===== src/rtl/logic_unit_defs.sv =====
// Shared encodings for the sliced sequential logic unit: op codes, FSM states
// and the slice-counter width helper.
package logic_unit_defs;

  typedef enum logic [1:0] {
    OP_AND = 2'b00,
    OP_OR  = 2'b01,
    OP_XOR = 2'b10,
    OP_NOR = 2'b11
  } op_e;

  typedef enum logic [1:0] {
    IDLE = 2'b00,
    RUN  = 2'b01,
    DONE = 2'b10
  } state_e;

  // Counter must still be one bit wide when there is a single slice.
  function automatic int unsigned cnt_width(input int unsigned n_slices);
    return (n_slices > 1) ? $clog2(n_slices) : 1;
  endfunction

endpackage


===== src/rtl/slice_logic.sv =====
// Combinational bitwise operator applied to one SLICE-bit chunk of the operands.
module slice_logic
  import logic_unit_defs::*;
#(
  parameter int unsigned SLICE = 8
) (
  input  logic [SLICE-1:0] x,
  input  logic [SLICE-1:0] y,
  input  op_e              op,
  output logic [SLICE-1:0] res_c
);

  always_comb begin
    res_c = '0;
    case (op)
      OP_AND:  res_c = x & y;
      OP_OR:   res_c = x | y;
      OP_XOR:  res_c = x ^ y;
      OP_NOR:  res_c = ~(x | y);
      default: res_c = '0;
    endcase
  end

endmodule


===== src/rtl/seq_logic_unit.sv =====
// Multi-cycle bitwise logic unit: captures operands, then builds the result
// SLICE bits per clock, LSB slice first, and pulses done once finished.
module seq_logic_unit
  import logic_unit_defs::*;
#(
  parameter int unsigned WIDTH = 32,
  parameter int unsigned SLICE = 8
) (
  input  logic             clk,
  input  logic             rst_n,
  input  logic             start,
  input  logic [1:0]       op,
  input  logic [WIDTH-1:0] a,
  input  logic [WIDTH-1:0] b,
  output logic             busy,
  output logic             done,
  output logic [WIDTH-1:0] result,
  output logic             zero
);

  localparam int unsigned N_SLICES = WIDTH / SLICE;
  localparam int unsigned CNT_W    = cnt_width(N_SLICES);
  localparam logic [CNT_W-1:0] LAST_CNT = CNT_W'(N_SLICES - 1);

  state_e           state_q, state_d;
  logic [CNT_W-1:0] count_q, count_d;
  logic [WIDTH-1:0] a_q, a_d;
  logic [WIDTH-1:0] b_q, b_d;
  op_e              op_q, op_d;
  logic [WIDTH-1:0] result_q, result_d;
  logic             busy_q, busy_d;
  logic             done_q, done_d;

  logic [SLICE-1:0] a_sl_c;
  logic [SLICE-1:0] b_sl_c;
  logic [SLICE-1:0] slice_res_c;

  // Current slice of the captured operands.
  assign a_sl_c = SLICE'(a_q >> (SLICE * count_q));
  assign b_sl_c = SLICE'(b_q >> (SLICE * count_q));

  slice_logic #(
    .SLICE (SLICE)
  ) u_slice (
    .x     (a_sl_c),
    .y     (b_sl_c),
    .op    (op_q),
    .res_c (slice_res_c)
  );

  always_comb begin
    state_d  = state_q;
    count_d  = count_q;
    a_d      = a_q;
    b_d      = b_q;
    op_d     = op_q;
    result_d = result_q;
    case (state_q)
      IDLE: begin
        if (start) begin
          a_d      = a;
          b_d      = b;
          op_d     = op_e'(op);
          count_d  = '0;
          result_d = '0;
          state_d  = RUN;
        end
      end
      RUN: begin
        // Unwritten slices are still zero, so OR-ing in the new slice is enough.
        result_d = result_q | (WIDTH'(slice_res_c) << (SLICE * count_q));
        count_d  = count_q + CNT_W'(1);
        if (count_q == LAST_CNT) state_d = DONE;
      end
      DONE:    state_d = IDLE;
      default: state_d = IDLE;
    endcase
    busy_d = (state_d != IDLE);
    done_d = (state_d == DONE);
  end

  always_ff @(posedge clk or negedge rst_n) begin
    if (!rst_n) begin
      state_q  <= IDLE;
      count_q  <= '0;
      a_q      <= '0;
      b_q      <= '0;
      op_q     <= OP_AND;
      result_q <= '0;
      busy_q   <= 1'b0;
      done_q   <= 1'b0;
    end else begin
      state_q  <= state_d;
      count_q  <= count_d;
      a_q      <= a_d;
      b_q      <= b_d;
      op_q     <= op_d;
      result_q <= result_d;
      busy_q   <= busy_d;
      done_q   <= done_d;
    end
  end

  assign busy   = busy_q;
  assign done   = done_q;
  assign result = result_q;
  assign zero   = (result_q == '0);

endmodule

===== config.mk =====
export PLATFORM = sky130hd
export DESIGN_NAME = seq_logic_unit
export DESIGN_NICKNAME = d
export VERILOG_FILES = /design/src/rtl/logic_unit_defs.sv /design/src/rtl/slice_logic.sv /design/src/rtl/seq_logic_unit.sv
export SDC_FILE = /design/constraint.sdc
export NUM_CORES = 1
export LEC_CHECK = 0
export ABC_CLOCK_PERIOD_IN_PS = 3200
export CAP_MARGIN = 25
export CORE_MARGIN = 5
export CORE_UTILIZATION = 51
export CTS_BUF_LIST = sky130_fd_sc_hd__clkbuf_16
export DETAILED_ROUTE_END_ITERATION = 8
export PLACE_DENSITY = 0.8
export SLEW_MARGIN = 15
export SYNTH_ARGS = -nofsm -noshare
export SYNTH_HDL_FRONTEND = slang
export SYNTH_SLANG_ARGS = --single-unit

===== constraint.sdc =====
create_clock -name clk -period 3.2 [get_ports clk]
set_clock_uncertainty 0.2 [all_clocks]
set_input_delay 0.48 -clock clk [delete_from_list [all_inputs] [get_ports clk]]
set_output_delay 0.48 -clock clk [all_outputs]
set_load 0.02 [all_outputs]

==> results of run 1 <==
state kept, by name (all words and copies together) (netlist names):
register  count
busy          1
done          1
b_q          32
state_q       2
result       32
count_q       2
op_q          2
a_q          32
routing by layer:
metal / part of all wire, % / track usage (%)
met4: 2.6 / 9.02
met1: 39 / 27.9
met2: 51 / 37.4
met3: 7.3 / 4.78
met5: 0 / 0
worst min-delay path: stages, from the launching register on:
cell,delay [ns]
dfrtp_1,0.34
nand2_1,0.05
nand2_1,0.05
through the flow:
| step | instance area [um^2] | hold slack [ns] |
|---|---|---|
| 3_5_place_dp | 6020 | 0.261 |
| 5_1_grt | 6370 | 0.295 |
| 2_1_floorplan | 4910 | -0.0156 |
| 6_report | 6370 | 0.276 |
| 3_3_place_gp | 6020 | 0.253 |
| 4_1_cts | 6370 | 0.277 |
report_power, final:
group	leakage [nW]	total, mW	switching, mW	internal [mW]
registers	1.30	2.50	0.582	1.92
logic	1.56	3.27	1.75	1.53
clock network	0.166	1.25	0.482	0.767
total	3.03	7.02	2.81	4.21
worst min path at each step:
stage | cells after the start | to | slack [ns]
4_1_cts | 2 | a_q[31] | 0.28
5_1_grt | 2 | a_q[31] | 0.30
3_3_place_gp | 2 | a_q[1] | 0.25
2_1_floorplan | 0 | a_q[0] | -0.02
6_report | 2 | a_q[23] | 0.28
3_5_place_dp | 2 | a_q[31] | 0.26
area by class of cell:
| type | instances | area (um^2) | area share, % |
|---|---|---|---|
| Timing Repair Buffer | 109 | 1110 | 17.5 |
| Multi-Input combinational cell | 357 | 2090 | 32.8 |
| Clock buffer | 9 | 225 | 3.53 |
| Clock inverter | 6 | 116 | 1.83 |
| Tap cell | 129 | 161 | 2.53 |
| Sequential cell | 104 | 2600 | 40.8 |
| Inverter | 17 | 63.8 | 1.00 |
kinds of logic (layout without fill, tap and decap cells):
kind of cell | after synthesis | count (layout)
flip-flops | 104 | 104
multiplexers | 22 | 22
AND/OR/NAND/NOR | 266 | 266
buffers and inverters | 44 | 141
adder cells (fa/ha/maj) | 17 | 17
AO/OA/AOI/OAI | 52 | 52
layout by cell type, fill, tap and decap left out, drive strengths merged:
| cell type | netlist | routed |
|---|---|---|
| o31ai | 2 | 2 |
| nor2 | 12 | 12 |
| nand3 | 1 | 1 |
| nor4 | 8 | 8 |
| dlygate4sd3 | 0 | 1 |
| a21o | 1 | 1 |
| nand2b | 1 | 1 |
| clkbuf | 7 | 9 |
| clkinv | 0 | 1 |
| dfrtp | 104 | 104 |
| inv | 17 | 19 |
| mux2 | 6 | 6 |
| a211oi | 6 | 6 |
| o21bai | 1 | 1 |
| clkdlybuf4s50 | 0 | 102 |
| mux4 | 16 | 16 |
| a22o | 1 | 1 |
| o21ai | 34 | 34 |
| and2 | 3 | 3 |
| bufinv | 0 | 3 |
| a21oi | 7 | 7 |
| or3 | 1 | 1 |
| nand2 | 233 | 233 |
| nor2b | 5 | 5 |
| ha | 17 | 17 |
| buf | 20 | 6 |
| nand4 | 2 | 2 |
==> out/summary.txt, run 1 <==
Run status = finished, final reports clean
Mux contribution to synthesized area = 8.78%
Critical path required time = 3.21 ns
Combinational family with the most area after synthesis = simple AND/OR/NAND/NOR gates
Most frequent cells after synthesis = nand2_1 (232), dfrtp_1 (104), o21ai_1 (24), ha_1 (17), inv_1 (17)
Number of enable flip-flop cells after synthesis = 0
Critical Path Max Stage Delay = 0.94 ns
Fraction of final layout cells with drive strength greater than 1 = 10.5%
Worst vdd rail ir drop = 0.441 mV
Total nets after synthesis = 591
Detail-routed via count per cell = 5.32
Fill count = 681
Sinks on Clock Net = 104
Total power = 7.02 mW
Maximum buffer depth of the clock tree = 2
XOR/XNOR Fraction of Synth Area = 0%
Antenna Cells = 0
Count of buffers from port buffering = 103
Clock tree root driver cell = clkbuf_16
Number of DRC violations after detailed routing = 0
Relative slew slack = 33.4%
Most used DFF post-synth = dfrtp_1
Effective utilization at floorplan = 52.7%
Crit path launch type = flop
Crit-path slowest cell = dfrtp_1
HPWL after detailed placement = 8.65 mm
Number of instances in the synthesized netlist = 505
Buffer count from post-CTS setup fixing = 0
Element type at the critical path end = flop
Final TNS setup = 0 ns
Leading cell type by number of instances after synthesis = nand2_1
Number of nets with antenna violations after routing = 0
Overall via count from detail_route = 3887
Non-filler cells, final = 731
Fin. max-slew vios = 0
Terminus of the critical flop-to-flop path = result[31]
Crit Path Max Fanout = 22
Async set or reset register ratio after synthesis = 100%
Leftover overflow at the end of global routing = 0
H-tree Lvls = 3
Family of cells with the greatest summed delay on the critical path = flip-flops
Share of Yosys cell area claimed by the top area cell type = 53.0%
R2R Setup Slk = 0.53 ns
Final wirelength = 12.2 mm
Critical path endpoint = result[31]
Number of failing hold endpoints at the final stage = 0
Worst r2r src = count_q[1]
Adder and majority gate portion of the synthesized area = 4.33%
Transition time at the pin with the least slew margin = 0.999 ns
GRT Resource Usage Total = 22.2%
Resized Gates After CTS = 0
Largest net degree at the start of global routing = 72
X dimension of the die = 108 um
Hold Startpoint = a_q[23]
Die H = 108 um
Antenna violations before repair = 0
Post-Synth Simple-Gate Area = 21.7%
Io pins = 104
Largest cells by area after synthesis = dfrtp_1 (53%), nand2_1 (18%), mux4_2 (7.3%), ha_1 (4.3%), o21ai_1 (2.4%)
Max-cap violations = 0
Area growth from synthesis to layout = 29.7%
Total placed cells including tap cells = 715
Logic depth of the worst register-to-register path = 6
Library cell with the largest summed area after synthesis = dfrtp_1
Placement Setup Slack = 0.579 ns
Sum of buffers and inverters on the critical path = 1
First-pass GRT wire length = 20.0 mm
Crit. Startpoint = count_q[1]
Starting DRT DRC Count = 181
Min cycle time layout = 2.67 ns
Final setup fails = 0
Clock latency reported for the late side of the worst-skew pair = 0.34 ns
Sequential cell area fraction in the yosys report = 53.0%
Average instance area after synthesis = 9.73 um^2
Placement row count = 35
Vias in the first global route = 4048
Utilization after layout = 68.3%
TritonCTS Buffers = 9
Maximum frequency from static timing analysis = 374 MHz
RSZ-0062 raised after global routing = no
Compound-cell area share of the yosys netlist = 7.66%
Critical path arrival = 2.68 ns
Number of synthesized register bits = 104
Clock transition time at the flip-flop clock pins of the worst setup and hold paths = 0.07 ns
Number of synthesis warnings = 0
Power Density = 1100 nW/um^2
Pre-Repair DR Iteration Count = 5
Instance count on the critical path = 6
Start-to-end type of the worst setup path = reg -> reg
Average routed wire per standard cell = 16.6 um
Post-CTS Hold Buffers = 1
Leakage power total = 3.03 nW
Number of distinct library cells after synthesis = 32
Die area = 11700 um^2
Worst-path cell chain = mux4_2, inv_1, ha_1, mux2_2, a21oi_2, o21ai_0
Final worst setup slack = 0.529 ns
Routability congestion estimate = 0.852
Fin crit share = 83.5%
Final net count = 684
CTS tree = built
Path type of the worst min-delay path = reg -> reg
Combined area of all synthesized cells = 4910 um^2
Placeable core region = 9330 um^2
Note: power is estimated with default switching activity, not from simulation.
==> inputs of run 2 (changes only) <==
--- a/config.mk
+++ b/config.mk
@@ -5,7 +5,7 @@
 export SDC_FILE = /design/constraint.sdc
 export NUM_CORES = 1
 export LEC_CHECK = 0
-export ABC_CLOCK_PERIOD_IN_PS = 3200
+export ABC_CLOCK_PERIOD_IN_PS = 2500
 export CAP_MARGIN = 25
 export CORE_MARGIN = 5
 export CORE_UTILIZATION = 51
==> constraint.sdc (replaced) <==
create_clock -name clk -period 2.5 [get_ports clk]
set_clock_uncertainty 0.2 [all_clocks]
set_input_delay 0.375 -clock clk [delete_from_list [all_inputs] [get_ports clk]]
set_output_delay 0.375 -clock clk [all_outputs]
set_load 0.02 [all_outputs]
==> out/summary.txt, run 2 (synthesis gave the netlist of run 1 again) <==
Fin area = 6490 um^2
First-pass GRT wire length = 19.7 mm
Cell area after placement = 6080 um^2
Pre-Repair DR Iteration Count = 4
Largest net degree at the start of global routing = 56
Max-cap violations = 0
Start-to-end type of the worst setup path = reg -> reg
Final wirelength = 11.9 mm
HPWL after detailed placement = 8.48 mm
Number of DRC violations after detailed routing = 0
Area growth from synthesis to layout = 32.1%
Number of nets with antenna violations after routing = 0
Transition time at the pin with the least slew margin = 1.04 ns
Area taken by flip-flops and latches = 2600 um^2
Leftover overflow at the end of global routing = 0
Fraction of final layout cells with drive strength greater than 1 = 11.8%
CTS tree = built
Final net count = 692
RSZ-0062 raised after global routing = yes
Fin. max-slew vios = 0
Area of the multi-input gates = 2110 um^2
Final worst setup slack = 0.0765 ns
Min cycle time layout = 2.42 ns
Clock tree root driver cell = clkbuf_16
Die area = 11700 um^2
Relative slew slack = 30.7%
Worst-path cell chain = buf_4, mux4_2, inv_1, ha_1, mux2_2, a21oi_2, o21ai_0
Critical path arrival = 2.42 ns
Clock transition time at the flip-flop clock pins of the worst setup and hold paths = 0.07 ns
Crit Path Max Fanout = 7
Critical path required time = 2.49 ns
H-tree Lvls = 3
Vias in the first global route = 3987
Fill count = 699
Fin crit share = 96.9%
Die H = 108 um
Placement Setup Slack = 0.0834 ns
Most frequent cells in the layout = nand2_1 (232), dfrtp_1 (103), clkdlybuf4s50_1 (101), o21ai_1 (24), inv_1 (19)
Worst vdd rail ir drop = 0.615 mV
Placement row count = 35
Crit path launch type = flop
GRT Resource Usage Total = 21.5%
Crit-path slowest cell = mux4_2
Antenna violations before repair = 0
Run status = finished, final reports clean
Average routed wire per standard cell = 16.1 um
Power Density = 1420 nW/um^2
Family of cells with the greatest summed delay on the critical path = multiplexers
Maximum buffer depth of the clock tree = 2
Non-filler cells, final = 740
X dimension of the die = 108 um
Detail-routed via count per cell = 5.17
Starting DRT DRC Count = 151
Element type at the critical path end = flop
Sinks on Clock Net = 104
Critical Path Max Stage Delay = 0.53 ns
Hold Worst Slack = 0.273 ns
Overall via count from detail_route = 3827
Number of failing hold endpoints at the final stage = 0
Antenna Cells = 0
Leading cell type in the layout, fill and taps excluded = nand2_1
Final setup fails = 0
Io pins = 104
Count of buffers from port buffering = 103
Leakage power total = 3.08 nW
Routability congestion estimate = 0.807
Path type of the worst min-delay path = reg -> reg
Utilization after layout = 69.6%
TritonCTS Buffers = 9
Maximum frequency from static timing analysis = 413 MHz
Total placed cells including tap cells = 719
Clock latency reported for the late side of the worst-skew pair = 0.34 ns
R2R Setup Slk = 0.08 ns
Effective utilization at floorplan = 52.7%
Placeable core region = 9330 um^2
Sum of buffers and inverters on the critical path = 2
run 2: cell count changes in the layout (fill, tap and decap cells not counted), moves of 2 or more:
cell,change
buf_4,+5
a21oi_2,-2
a21oi_4,+2
buf_12,+2
clkinvlp_4,+2
inv_1,+2
inv_6,-2
run 2: cell type report:
class	instances	share of cell area, %
clock buffer	9	3.47
tap	129	2.49
timing repair buffer	117	18.7
sequential	104	40.1
multi-input combinational	357	32.5
inverter	17	0.983
clock inverter	7	1.73
run 2: path summary, 6_finish.rpt:
path,start,depth (start not counted),to
hold / removal,b_q[16],2,b_q[16]
hold reg to reg,b_q[16],2,b_q[16]
max in group asynchronous,rst_n,3,a_q[20]
setup reg to reg,count_q[0],7,result[20]
setup / recovery,count_q[0],7,result[20]
min in group asynchronous,rst_n,2,result[16]
run 2: what timing repair did:
action | 4_1_cts | 5_1_grt
resized for setup | 2 | 3
hold buffers | 1 | 0
setup buffers | 0 | 3
endpoints found under the hold margin | 45 | 0
endpoints found under the setup margin | 1 | 12
cloned | 0 | 1
run 2: per-stage QoR:
step,setup TNS [ns],total power [mW]
2_1_floorplan,0,5.99
3_5_place_dp,0,7.46
5_1_grt,-0.0177,9.86
6_report,0,9.23
3_3_place_gp,0,7.23
4_1_cts,0,9.11
run 2: where the power goes:
part	total, mW	leakage, nW	internal (mW)	switching [mW]
logic	4.57	1.62	2.13	2.44
registers	3.09	1.30	2.46	0.635
clock network	1.57	0.164	0.971	0.595
run 2: layer usage:
metal	wire, um	GRT usage, %
met4	149	6.94
met1	4830	27.7
met5	0	0
met3	743	4.36
met2	6210	36.5
run 2: worst register-to-register path: stages, from the launching register on:
cell and delay, ns:
dfrtp_2 0.42, buf_4 0.18, mux4_2 0.53, inv_1 0.08, ha_1 0.22, mux2_2 0.27, a21oi_2 0.22, o21ai_0 0.16
